==> src/rtl/display_time_decoder.sv <==
// -----------------------------------------------------------------------------
// display_time_decoder
//
// Watches the seven-segment hour/minute/AM-PM display driven by CORE and turns
// it back into binary time. The raw display is sampled every cycle and must hold
// still for STABLE_CYCLES consecutive samples before it is considered. Each
// newly stable value is validated once. A legal value is published over a
// valid/ready handshake. An illegal value produces a one-cycle code_err pulse
// and bumps a saturating error counter.
//
// Segment encoding per digit is {g,f,e,d,c,b,a}, active-high:
//   0=3F 1=06 2=5B 3=4F 4=66 5=6D 6=7D 7=07 8=7F 9=6F, blank=00
//   (blank is legal only in the hour tens position)
//
// Ports
//   CLOCK       in   system clock, rising edge
//   resetn      in   synchronous active-low reset
//   hr_seg      in   [13:7] hour tens, [6:0] hour units
//   min_seg     in   [13:7] minute tens, [6:0] minute units
//   am_pm_seg   in   1 = PM, 0 = AM
//   time_ready  in   consumer accepts time_* when high together with time_valid
//   time_valid  out  time_hr/time_min/time_pm hold a new decoded time
//   time_hr     out  hours 1..12
//   time_min    out  minutes 0..59
//   time_pm     out  PM flag
//   code_err    out  one-cycle pulse: a stable display value failed decode
//   err_count   out  saturating count of code_err pulses
//   overrun     out  sticky: a new stable value arrived while time_valid pending
// -----------------------------------------------------------------------------
module display_time_decoder #(
    parameter int STABLE_CYCLES = 4,
    parameter int ERR_CNT_W     = 8
) (
    input  logic                 CLOCK,
    input  logic                 resetn,
    input  logic [13:0]          hr_seg,
    input  logic [13:0]          min_seg,
    input  logic                 am_pm_seg,
    input  logic                 time_ready,
    output logic                 time_valid,
    output logic [3:0]           time_hr,
    output logic [5:0]           time_min,
    output logic                 time_pm,
    output logic                 code_err,
    output logic [ERR_CNT_W-1:0] err_count,
    output logic                 overrun
);

    // -------------------------------------------------------------------------
    // Local types and constants
    // -------------------------------------------------------------------------
    localparam int DISP_W = 29;
    localparam int CNT_W  = (STABLE_CYCLES < 1) ? 1 : $clog2(STABLE_CYCLES + 1);

    localparam logic [CNT_W-1:0]     STAB_MAX = CNT_W'(STABLE_CYCLES);
    localparam logic [ERR_CNT_W-1:0] ERR_MAX  = {ERR_CNT_W{1'b1}};

    localparam logic [6:0] SEG_BLANK = 7'h00;
    localparam logic [6:0] SEG_ONE   = 7'h06;

    typedef enum logic [1:0] {
        SETTLE,
        CHECK,
        PUBLISH
    } state_t;

    // Result of decoding one seven-segment digit.
    typedef struct packed {
        logic       ok;
        logic [3:0] val;
    } digit_t;

    function automatic digit_t seg_digit(input logic [6:0] seg);
        digit_t d;
        d.ok  = 1'b1;
        d.val = 4'd0;
        case (seg)
            7'h3F:   d.val = 4'd0;
            7'h06:   d.val = 4'd1;
            7'h5B:   d.val = 4'd2;
            7'h4F:   d.val = 4'd3;
            7'h66:   d.val = 4'd4;
            7'h6D:   d.val = 4'd5;
            7'h7D:   d.val = 4'd6;
            7'h07:   d.val = 4'd7;
            7'h7F:   d.val = 4'd8;
            7'h6F:   d.val = 4'd9;
            default: d.ok  = 1'b0;
        endcase
        return d;
    endfunction

    // -------------------------------------------------------------------------
    // Signals
    // -------------------------------------------------------------------------
    logic [DISP_W-1:0] disp;          // {hr_seg, min_seg, am_pm_seg}
    logic [DISP_W-1:0] samp;          // previous-cycle display sample
    logic [CNT_W-1:0]  stab_cnt;      // consecutive equal samples, saturating
    logic              stab_full;
    logic              new_value;     // stable and not yet accepted

    logic [DISP_W-1:0] cand;          // value under validation in CHECK
    logic [DISP_W-1:0] pend;          // 1-deep pending value seen during PUBLISH
    logic              pend_valid;
    logic [DISP_W-1:0] last_acc;      // last value taken into CHECK
    logic              acc_valid;     // last_acc holds something since reset

    state_t            state;

    digit_t            hr_u;
    digit_t            mn_t;
    digit_t            mn_u;
    logic [6:0]        hr_tens_seg;
    logic              hr_legal;
    logic              min_legal;
    logic              dec_legal;
    logic [3:0]        dec_hr;
    logic [5:0]        dec_min;
    logic              handshake;

    assign disp = {hr_seg, min_seg, am_pm_seg};

    // -------------------------------------------------------------------------
    // Input stage: sample register and stability counter
    // -------------------------------------------------------------------------
    // NOTE: samp is a plain data pipe with no reset; stab_cnt (which is reset)
    // is the only thing that qualifies it, so an unknown samp is never used.
    always_ff @(posedge CLOCK) begin
        samp <= disp;
    end

    always_ff @(posedge CLOCK) begin
        if (!resetn) begin
            stab_cnt <= '0;
        end else if (disp != samp) begin
            stab_cnt <= '0;
        end else if (stab_cnt != STAB_MAX) begin
            stab_cnt <= stab_cnt + CNT_W'(1);
        end
    end

    assign stab_full = (stab_cnt == STAB_MAX);

    // A value is "new" once it has settled and differs from the last one taken
    // into CHECK; comparing against last_acc is what suppresses repeats.
    assign new_value = stab_full && (!acc_valid || (samp != last_acc));

    assign handshake = time_valid && time_ready;

    // -------------------------------------------------------------------------
    // Combinational decode of the candidate value
    // cand layout: [28:22] hr tens, [21:15] hr units,
    //              [14:8]  min tens, [7:1] min units, [0] PM
    // -------------------------------------------------------------------------
    // NOTE: every output of this block gets a default first so no path through
    // the if/else tree leaves a value unassigned and infers a latch.
    always_comb begin
        hr_tens_seg = cand[28:22];
        hr_u        = seg_digit(cand[21:15]);
        mn_t        = seg_digit(cand[14:8]);
        mn_u        = seg_digit(cand[7:1]);

        hr_legal    = 1'b0;
        dec_hr      = 4'd0;

        if (hr_tens_seg == SEG_BLANK) begin
            // Single-digit hour: units must be 1..9.
            if (hr_u.ok && (hr_u.val != 4'd0)) begin
                hr_legal = 1'b1;
                dec_hr   = hr_u.val;
            end
        end else if (hr_tens_seg == SEG_ONE) begin
            // Two-digit hour: only 10, 11, 12.
            if (hr_u.ok && (hr_u.val <= 4'd2)) begin
                hr_legal = 1'b1;
                dec_hr   = 4'd10 + hr_u.val;
            end
        end

        // Blank is not a legal minute digit; seg_digit already rejects it.
        min_legal = mn_t.ok && (mn_t.val <= 4'd5) && mn_u.ok;
        dec_min   = (6'(mn_t.val) * 6'd10) + 6'(mn_u.val);

        dec_legal = hr_legal && min_legal;
    end

    // -------------------------------------------------------------------------
    // Control FSM with registered outputs
    // -------------------------------------------------------------------------
    // NOTE: all state here is updated with non-blocking assignments so every
    // register sees the pre-edge values of the others, independent of order.
    always_ff @(posedge CLOCK) begin
        if (!resetn) begin
            state      <= SETTLE;
            time_valid <= 1'b0;
            time_hr    <= 4'd0;
            time_min   <= 6'd0;
            time_pm    <= 1'b0;
            code_err   <= 1'b0;
            err_count  <= '0;
            overrun    <= 1'b0;
            pend_valid <= 1'b0;
            acc_valid  <= 1'b0;
        end else begin
            code_err <= 1'b0;

            case (state)
                SETTLE: begin
                    if (new_value) begin
                        cand  <= samp;
                        state <= CHECK;
                    end
                end

                CHECK: begin
                    // Recording bad values too means each one is flagged once.
                    last_acc  <= cand;
                    acc_valid <= 1'b1;
                    if (dec_legal) begin
                        time_hr    <= dec_hr;
                        time_min   <= dec_min;
                        time_pm    <= cand[0];
                        time_valid <= 1'b1;
                        state      <= PUBLISH;
                    end else begin
                        code_err <= 1'b1;
                        if (err_count != ERR_MAX) begin
                            err_count <= err_count + ERR_CNT_W'(1);
                        end
                        state <= SETTLE;
                    end
                end

                PUBLISH: begin
                    if (new_value) begin
                        overrun <= 1'b1;
                    end

                    if (handshake) begin
                        time_valid <= 1'b0;
                        pend_valid <= 1'b0;
                        // The live sample is at least as recent as pend.
                        if (new_value) begin
                            cand  <= samp;
                            state <= CHECK;
                        end else if (pend_valid) begin
                            cand  <= pend;
                            state <= CHECK;
                        end else begin
                            state <= SETTLE;
                        end
                    end else if (new_value) begin
                        // Later arrivals overwrite the single pending slot.
                        pend       <= samp;
                        pend_valid <= 1'b1;
                    end
                end

                default: begin
                    state <= SETTLE;
                end
            endcase
        end
    end

endmodule
==> config.mk <==
export PLATFORM = sky130hd
export DESIGN_NAME = display_time_decoder
export DESIGN_NICKNAME = d
export VERILOG_FILES = /design/src/rtl/display_time_decoder.sv
export SDC_FILE = /design/constraint.sdc
export NUM_CORES = 1
export LEC_CHECK = 0
export CAP_MARGIN = 0
export CORE_MARGIN = 4
export CORE_UTILIZATION = 40
export CTS_BUF_LIST = sky130_fd_sc_hd__clkbuf_2 sky130_fd_sc_hd__clkbuf_4 sky130_fd_sc_hd__clkbuf_8
export DETAILED_ROUTE_END_ITERATION = 12
export GPL_ROUTABILITY_DRIVEN = 0
export GPL_TIMING_DRIVEN = 0
export MAX_ROUTING_LAYER = met4
export PLACE_DENSITY = 0.62
export SYNTH_ARGS = -nofsm -noshare
export SYNTH_HDL_FRONTEND = slang
export SYNTH_SLANG_ARGS = --single-unit
==> constraint.sdc <==
create_clock -name CLOCK -period 8.7 [get_ports CLOCK]
set_input_delay 0.87 -clock CLOCK [delete_from_list [all_inputs] [get_ports CLOCK]]
set_output_delay 0.87 -clock CLOCK [all_outputs]
set_load 0.01 [all_outputs]
==> results of run 1 <==
[cells by family (layout without fill, tap and decap cells)]
logic type / count (synthesis) / count (layout) / synth area share [%]
buffers and inverters: 23 / 118 / 1.61
and+or+nand+nor: 139 / 139 / 11.8
muxes: 42 / 42 / 7.35
DFF: 145 / 145 / 60.8
adders and majority gates: 11 / 11 / 2.34
AOI/OAI and AO/OA: 53 / 53 / 6.27
xor gates and xnor gates: 70 / 70 / 9.87
[sequential cells by signal, indices dropped and copies added, names as in the netlist, 2 cells and up]
register / count
last_acc: 29
samp: 29
stab_cnt: 3
err_count: 8
state: 2
pend: 29
cand: 29
time_hr: 4
time_min: 6
[layout make-up]
class                      count  area share, %
sequential                   145           50.7
multi-input combinational    315           31.6
timing repair buffer          63           8.10
tap                          188           3.16
clock buffer                  17           3.14
clock inverter                15           2.05
buffer                        11          0.739
inverter                      12          0.605
[per-layer routing]
metal  vias to the layer above  track usage [%]  share of wire [%]
met2                       118             25.6                 50
met1                      1920             20.2                 45
met4                         0             5.54               0.97
met3                        10             4.22                4.8
met5                         -                -                  0
li1                       1950                -                  -
[worst max-delay path: cells and delay by family]
family                 cells  cell delay, ns
AO/OA/AOI/OAI              1            0.53
buffers and inverters      8            1.97
[power by group through the flow]
stage / registers, W / logic [W] / clock network (W)
after floorplan: 0.000753 / 0.0000241 / 0
after global placement: 0.000757 / 0.0000462 / 0
after detailed placement: 0.000757 / 0.0000473 / 0
after CTS: 0.000742 / 0.0000477 / 0.000522
after global routing: 0.000743 / 0.0000517 / 0.000553
final: 0.000741 / 0.0000468 / 0.000508
[path summary, 6_finish.rpt]
| check | from | to | slack [ns] |
|---|---|---|---|
| setup reg to reg | last_acc[0] | cand[12] | 5.51 |
| hold / removal | cand[15] | last_acc[15] | 0.45 |
| setup / recovery | resetn | cand[12] | 5.48 |
| hold reg to reg | cand[15] | last_acc[15] | 0.45 |
[placed cells by master, fill, tap and decap left out, types with 16 or more instances in the layout]
cell type	Yosys	final
clkbuf_8	0	17
clkdlybuf4s50_1	0	53
dfxtp_1	58	58
edfxtp_1	87	87
mux2_2	29	29
nand2_1	27	27
nand4_1	16	16
nor2_1	33	33
xnor2_1	44	44
xor2_1	26	26
[through the flow]
stage | setup TNS (ns) | instance area, µm² | hold slack [ns] | util (%)
detailed placement | 0 | 7060 | 0.430 | 46.5
finish | 0 | 7450 | 0.450 | 49.0
floorplan | 0 | 6210 | 0.421 | -
CTS | 0 | 7450 | 0.449 | 49.0
global route | 0 | 7450 | 0.479 | 49.0
global placement | -102.36 | 6980 | 0.436 | 45.9
==> flow_summary.json, run 1 <==
{
  "clock_path_buffers": 2,
  "hpwl_um": 9960,
  "fmax_ghz": 0.311,
  "power_frac_seq_pct": 57.2,
  "initial_core_util_pct": 40.9,
  "cts.sinks": 145,
  "power.leakage_nw": 2.66,
  "avgSynthCellArea_um2": 12.9,
  "cp-start-kind": "input pin",
  "p_int_w": 0.000993,
  "crit_chain": "clkdlybuf4s50_1 -> inv_1 -> clkbuf_1 -> a2111oi_2 -> buf_2 -> buf_4 -> buf_4 -> buf_4 -> buf_4",
  "pwr-share-comb_pct": 3.6,
  "cpPeakStageDelay_ns": 0.59,
  "fin_crit_ns": 3.22,
  "num_vias": 3998,
  "max_cap_violations": 0,
  "async_flop_share_pct": 0,
  "cpMostUsedCell": "buf_4",
  "ys_seq_area_share_pct": 60.8,
  "final_nets": 608,
  "clk_pin_slew_worst_paths_ns": 0.09,
  "grt.total_usage_pct": 16.2,
  "finalWirelength_um": 13200,
  "cts_tree": "done",
  "period_share_pct": 37.0,
  "synthFlopType": "edfxtp_1",
  "firstDrtPassIters": 4,
  "antenna_found_initial": 0,
  "layout-drive-gt1-share_pct": 15.1,
  "dieArea_um2": 17600,
  "postLayoutSetupSlackWorst_ns": 5.48,
  "setup_viol": 0,
  "critical-path-slowest-cell": "clkdlybuf4s50_1",
  "cp_max_fo": 10,
  "rsz0062_at_grt": "no",
  "power.density_nw_per_um2": 174,
  "drtIter0Drc": 262,
  "worstMarginPinSlew_ns": 0.774,
  "cp_data_arrival_time_ns": 3.38,
  "ir_worst_vdd_uv": 101,
  "ys.warnings.count": 0,
  "syn_area_um2": 6210,
  "via_per_inst": 5.22,
  "grt_pass1_wl_um": 21300,
  "synth-edff-count": 87,
  "wl_per_cell_um": 17.3,
  "htree_levels": 4,
  "p_clk_share_pct": 39.2,
  "synthCells": 483,
  "multi_input_area_um2": 2350,
  "hold_violations": 0,
  "synth_top_area_share_pct": 42.1,
  "die_width_um": 133,
  "coreArea_um2": 15200,
  "hold_class": "reg -> reg",
  "total_power_w": 0.00130,
  "required_ns": 8.86,
  "grt_max_degree": 31,
  "yosysTopAreaCell": "edfxtp_1",
  "outcome": "complete, no violations",
  "holdPathStages": 0,
  "p_sw_share_pct": 23.4,
  "reg2regPathDepth": 11,
  "fillers": 1359,
  "worstSkewPairLatency_ns": 0.45,
  "slew_violations": 0,
  "grt_pass1_vias": 4041,
  "crit_path_end_kind": "register",
  "syn_nets": 526,
  "antenna_left": 0,
  "crit_type": "in -> reg",
  "dp.cells": 734,
  "place_ws_ns": 5.00,
  "yosys-top-cells-area": "edfxtp_1 42%, dfxtp_1 19%, xnor2_1 6.2%",
  "diodes": 0,
  "hold_buffers": 0,
  "io_pins": 54,
  "cts_resized": 0,
  "grt_overflow_total": 0,
  "die_h_um": 133,
  "area.sequential_um2": 3770,
  "port_buffers": 53,
  "yosysUniqueCellTypes": 53,
  "synthToLayoutAreaGrowth_pct": 19.9,
  "p_sw_w": 0.000303,
  "post_cts_buffers": 0,
  "drc_errors": 0,
  "post-synth-top-count-cell": "edfxtp_1",
  "stdcell_count": 766,
  "slew_headroom_pct": 47.9,
  "clockRootBuffer": "clkbuf_8",
  "cts_made_buffers": 17,
  "num_rows": 45,
  "synthTopCellsByCount": "87 x edfxtp_1, 58 x dfxtp_1, 44 x xnor2_1, 33 x nor2_1, 29 x mux2_2",
  "synth-seq-cells": 145,
  "fin_worst_skew_ns": 0.0170
}
Power figures use the tool's default switching activity.
==> run 2, diff against run 1 <==
--- a/config.mk
+++ b/config.mk
@@ -13,7 +13,7 @@
 export GPL_ROUTABILITY_DRIVEN = 0
 export GPL_TIMING_DRIVEN = 0
 export MAX_ROUTING_LAYER = met4
-export PLACE_DENSITY = 0.62
+export PLACE_DENSITY = 0.64
 export SYNTH_ARGS = -nofsm -noshare
 export SYNTH_HDL_FRONTEND = slang
 export SYNTH_SLANG_ARGS = --single-unit
==> constraint.sdc (replaced) <==
create_clock -name CLOCK -period 2.8 [get_ports CLOCK]
set_input_delay 0.28 -clock CLOCK [delete_from_list [all_inputs] [get_ports CLOCK]]
set_output_delay 0.28 -clock CLOCK [all_outputs]
set_load 0.01 [all_outputs]
==> run 2 against run 1 <==
Final cell count increased by 0.91%; sequential share of layout area decreased by 1.1 points; setup slack got worse by 5.4 ns; global-route usage increased by 0.15 points; register-to-register slack got worse by 5.4 ns; via count increased by 1.8%; clock skew decreased by 0.0045 ns; non-clock buffer count increased by 7; critical path type is now reg -> reg; highest routed layer unchanged.
==> flow_summary.json, run 2 (same netlist as run 1, synthesis figures left out) <==
{
  "via_per_inst": 5.26,
  "fin_crit_ns": 2.73,
  "dp.cells": 728,
  "final_util_pct": 50.1,
  "diodes": 0,
  "initial_core_util_pct": 40.9,
  "cp_data_arrival_time_ns": 3.04,
  "r2r_slack_ns": 0.07,
  "cts_tree": "done",
  "power.leakage_nw": 2.76,
  "grt_overflow_total": 0,
  "hold_class": "in -> reg",
  "layout_common_cells": "87 x edfxtp_1, 57 x dfxtp_1, 53 x clkdlybuf4s50_1",
  "r2r_start": "cand[6]",
  "fin_tns_setup_ns": 0,
  "firstDrtPassIters": 5,
  "timing.hold.ws_ns": 0.325,
  "clock_path_buffers": 2,
  "htree_levels": 4,
  "cpPeakStageDelay_ns": 0.46,
  "setup_viol": 0,
  "ir_worst_vdd_uv": 269,
  "grt_max_degree": 31,
  "clk_pin_slew_worst_paths_ns": 0.08,
  "crit_type": "reg -> reg",
  "final_nets": 615,
  "grt.total_usage_pct": 16.3,
  "cp_max_fo": 5,
  "power.density_nw_per_um2": 525,
  "outcome": "complete, no violations",
  "hold_start": "hr_seg[7]",
  "cts.sinks": 145,
  "period_share_pct": 97.6,
  "wl_per_cell_um": 17.6,
  "grt_pass1_vias": 4051,
  "holdPathStages": 1,
  "cts_made_buffers": 17,
  "hold_violations": 0,
  "cp-start-kind": "register",
  "num_vias": 4068,
  "whs_endpoint": "samp[22]",
  "drtIter0Drc": 244,
  "crit_path_end_kind": "register",
  "dieArea_um2": 17600,
  "grt_pass1_wl_um": 21600,
  "crit_chain": "nand2b_1 -> nor3_2 -> nand2_1 -> o21ai_1 -> ha_1 -> inv_1 -> fa_1 -> nor2b_1 -> o21ai_0 -> xnor2_1 -> xnor2_1 -> mux2i_1 -> nor2_1",
  "synthToLayoutAreaGrowth_pct": 22.7,
  "worstSkewPairLatency_ns": 0.44,
  "drc_errors": 0,
  "coreArea_um2": 15200,
  "fin_area_um2": 7620,
  "die_h_um": 133,
  "slew_violations": 0,
  "clockRootBuffer": "clkbuf_8",
  "dpl_cell_area_um2": 7060,
  "die_width_um": 133,
  "r2r_end": "time_min[5]",
  "reg2regPathDepth": 13,
  "antenna_found_initial": 0,
  "max_cap_violations": 0,
  "hpwl_um": 9840,
  "port_buffers": 53,
  "stdcell_count": 773,
  "rsz0062_at_grt": "yes",
  "num_rows": 45,
  "fmax_ghz": 0.366,
  "finalWirelength_um": 13600,
  "hold_buffers": 0,
  "cpMostUsedCell": "xnor2_1",
  "slew_headroom_pct": 45.3,
  "io_pins": 54,
  "critical-path-slowest-cell": "edfxtp_1",
  "final_common_cell": "edfxtp_1",
  "antenna_left": 0,
  "required_ns": 3.11,
  "worstMarginPinSlew_ns": 0.821,
  "layout-drive-gt1-share_pct": 18.1,
  "fin_worst_skew_ns": 0.0125
}
-- run 2: worst max-delay path, delay by kind of cell (launching register included) --
| family | cells | cell delay (ns) |
|---|---|---|
| XOR/XNOR | 2 | 0.28 |
| AND/OR/NAND/NOR | 5 | 0.74 |
| adder cells (fa/ha/maj) | 2 | 0.61 |
| buffers and inverters | 1 | 0.06 |
| flip-flops | 1 | 0.46 |
| AO/OA/AOI/OAI | 2 | 0.33 |
| multiplexers | 1 | 0.12 |
-- run 2: worst max-delay path by stage --
stage,startpoint,to,cells past startpoint
finish,cand[6],time_min[5],13
global route,cand[6],time_min[5],13
global placement,resetn,cand[8],4
floorplan,last_acc[24],cand[0],7
CTS,cand[8],time_min[0],8
detailed placement,samp[3],cand[13],7
-- run 2: report_power, final --
group          internal (W)  switching [W]  total (W)  leakage, nW
clock network      0.000790       0.000766    0.00156        0.198
registers           0.00227      0.0000351    0.00231         1.26
logic             0.0000898      0.0000537   0.000144         1.30
-- run 2: final cells by class --
cell class              count  area (µm²)
inverters                  12        45.0
clock buffers              23         292
clock inverters             9        85.1
multi-input cells         315        2450
flip-flops and latches    145        3770
plain buffers              11        65.1
fillers                  1317        7580
well taps                 188         235
repair buffers             70         673
-- run 2: routing by layer --
layer  GRT usage [%]  vias up  wire (µm)
met5               -        -          0
met4            4.73        0        136
met3            3.99       10        763
met2            26.5      124       6670
met1            20.3     1965       6010
li1                -     1969          -
-- run 2: through the flow --
stage | total power (W) | worst slack [ns]
CTS | 0.00405 | 0.00609
global route | 0.00415 | -0.0690
finish | 0.00400 | 0.0666
detailed placement | 0.00250 | -0.581
global placement | 0.00249 | -0.807
floorplan | 0.00242 | 0.228
-- run 2: what timing repair did --
action / 4_1_cts / 5_1_grt
hold endpoints to repair: 0 / 0
setup buffers: 1 / 12
gates resized for setup: 10 / 11
pin swaps: 2 / 3
setup endpoints to repair: 52 / 49
==> run 3, diff against run 2 <==
--- a/config.mk
+++ b/config.mk
@@ -14,6 +14,7 @@
 export GPL_TIMING_DRIVEN = 0
 export MAX_ROUTING_LAYER = met4
 export PLACE_DENSITY = 0.64
+export SKIP_CTS_REPAIR_TIMING = 1
 export SYNTH_ARGS = -nofsm -noshare
 export SYNTH_HDL_FRONTEND = slang
 export SYNTH_SLANG_ARGS = --single-unit
==> run 3 against run 2 <==
Largest power group unchanged; clock power is essentially flat; sequential share of layout area shrank 0.17 points; count of clock-buffer cells in the layout unchanged; highest routed layer unchanged; via count is 0.29% higher.
==> flow_summary.json, run 3 (same netlist as run 1, synthesis figures left out) <==
{
  "drtIter0Drc": 183,
  "layout_common_cells": "87 x edfxtp_1, 58 x dfxtp_1, 53 x clkdlybuf4s50_1",
  "worstSkewPairLatency_ns": 0.44,
  "port_buffers": 53,
  "dieArea_um2": 17600,
  "hold_class": "in -> reg",
  "clock_path_buffers": 2,
  "cpPeakStageDelay_ns": 0.45,
  "cts_made_buffers": 17,
  "cts.sinks": 145,
  "required_ns": 3.11,
  "multi_input_area_um2": 2450,
  "via_per_inst": 5.26,
  "slew_headroom_pct": 45.5,
  "cp_data_arrival_time_ns": 3.02,
  "layout-drive-gt1-share_pct": 18.7,
  "grt_max_degree": 31,
  "clk_pin_slew_worst_paths_ns": 0.08,
  "crit_path_end_kind": "register",
  "worstMarginPinSlew_ns": 0.818,
  "stdcell_count": 776,
  "die_h_um": 133,
  "fillers": 1312,
  "synthToLayoutAreaGrowth_pct": 23.1,
  "io_pins": 54,
  "postLayoutSetupSlackWorst_ns": 0.0889,
  "period_share_pct": 96.8,
  "hpwl_um": 9840,
  "setup_viol": 0,
  "crit_chain": "nand2b_1 -> nor3_2 -> nand2_1 -> o21ai_1 -> ha_1 -> inv_1 -> fa_1 -> nor2b_1 -> o21ai_1 -> xnor2_1 -> xnor2_1 -> mux2i_1 -> nor2_1",
  "power.density_nw_per_um2": 524,
  "die_width_um": 133,
  "fin_crit_ns": 2.71,
  "cp_max_fo": 5,
  "cts_tree": "done",
  "antenna_left": 0,
  "max_cap_violations": 0,
  "hold_violations": 0,
  "diodes": 0,
  "firstDrtPassIters": 5,
  "grt_overflow_total": 0,
  "htree_levels": 4,
  "coreArea_um2": 15200,
  "initial_core_util_pct": 40.9,
  "wl_per_cell_um": 17.6,
  "antenna_found_initial": 0,
  "cp-start-kind": "register",
  "outcome": "complete, no violations",
  "clockRootBuffer": "clkbuf_8",
  "crit_type": "reg -> reg",
  "num_vias": 4080,
  "drc_errors": 0,
  "fin_worst_skew_ns": 0.0144,
  "dp.cells": 728,
  "grt.total_usage_pct": 16.2,
  "fmax_ghz": 0.369,
  "slew_violations": 0,
  "ir_worst_vdd_uv": 269,
  "grt_pass1_wl_um": 21500,
  "final_nets": 618,
  "critical-path-slowest-cell": "edfxtp_1",
  "power.leakage_nw": 2.78,
  "area.sequential_um2": 3770,
  "final_common_cell": "edfxtp_1",
  "place_ws_ns": -0.581,
  "num_rows": 45,
  "finalWirelength_um": 13700,
  "grt_pass1_vias": 4028,
  "final_util_pct": 50.3
}
run 3: metal layers:
| metal | wire, µm | share of wire, % | GRT usage [%] | vias to the layer above |
|---|---|---|---|---|
| met1 | 6160 | 45 | 20.3 | 1987 |
| li1 | - | - | - | 1976 |
| met3 | 568 | 4.2 | 3.84 | 10 |
| met5 | 0 | 0 | - | - |
| met4 | 133 | 0.97 | 4.50 | 0 |
| met2 | 6780 | 50 | 26.6 | 107 |
run 3: final timing paths:
check / start / endpoint / slack, ns / cells past startpoint
setup / recovery: cand[6] / time_min[5] / 0.09 / 13
hold / removal: hr_seg[7] / samp[22] / 0.32 / 1
setup reg to reg: cand[6] / time_min[5] / 0.09 / 13
hold reg to reg: time_min[0] / time_min[0] / 0.45 / 2
run 3: layout make-up:
| class | count | area share [%] |
|---|---|---|
| clock inverters | 9 | 1.11 |
| flip-flops and latches | 145 | 49.4 |
| multi-input cells | 315 | 32.1 |
| plain buffers | 11 | 0.851 |
| clock buffers | 23 | 3.81 |
| well taps | 188 | 3.08 |
| repair buffers | 73 | 9.10 |
| inverters | 12 | 0.589 |
run 3: where the power goes:
| part | total, W | switching, W | leakage, nW | internal [W] |
|---|---|---|---|---|
| clock | 0.00156 | 0.000766 | 0.198 | 0.000790 |
| sequential | 0.00231 | 0.0000351 | 1.26 | 0.00227 |
| combinational | 0.000144 | 0.0000541 | 1.33 | 0.0000903 |
| total | 0.00401 | 0.000856 | 2.78 | 0.00315 |
run 3: worst max-delay path, delay by kind of cell (launching register included):
family	cells	cell delay [ns]
AND/OR/NAND/NOR	5	0.74
multiplexers	1	0.12
adder cells (fa/ha/maj)	2	0.62
AO/OA/AOI/OAI	2	0.31
flip-flops	1	0.45
XOR/XNOR	2	0.27
buffers and inverters	1	0.06
run 3: stage by stage:
stage,hold slack [ns],area (µm²),setup TNS (ns),power (W)
floorplan,0.308,6250,0,0.00242
global route,0.295,7650,-0.0552,0.00415
CTS,0.293,7440,-15.50,0.00405
detailed placement,0.441,7060,-15.58,0.00250
finish,0.320,7650,0,0.00401
global placement,0.436,7010,-59.98,0.00249
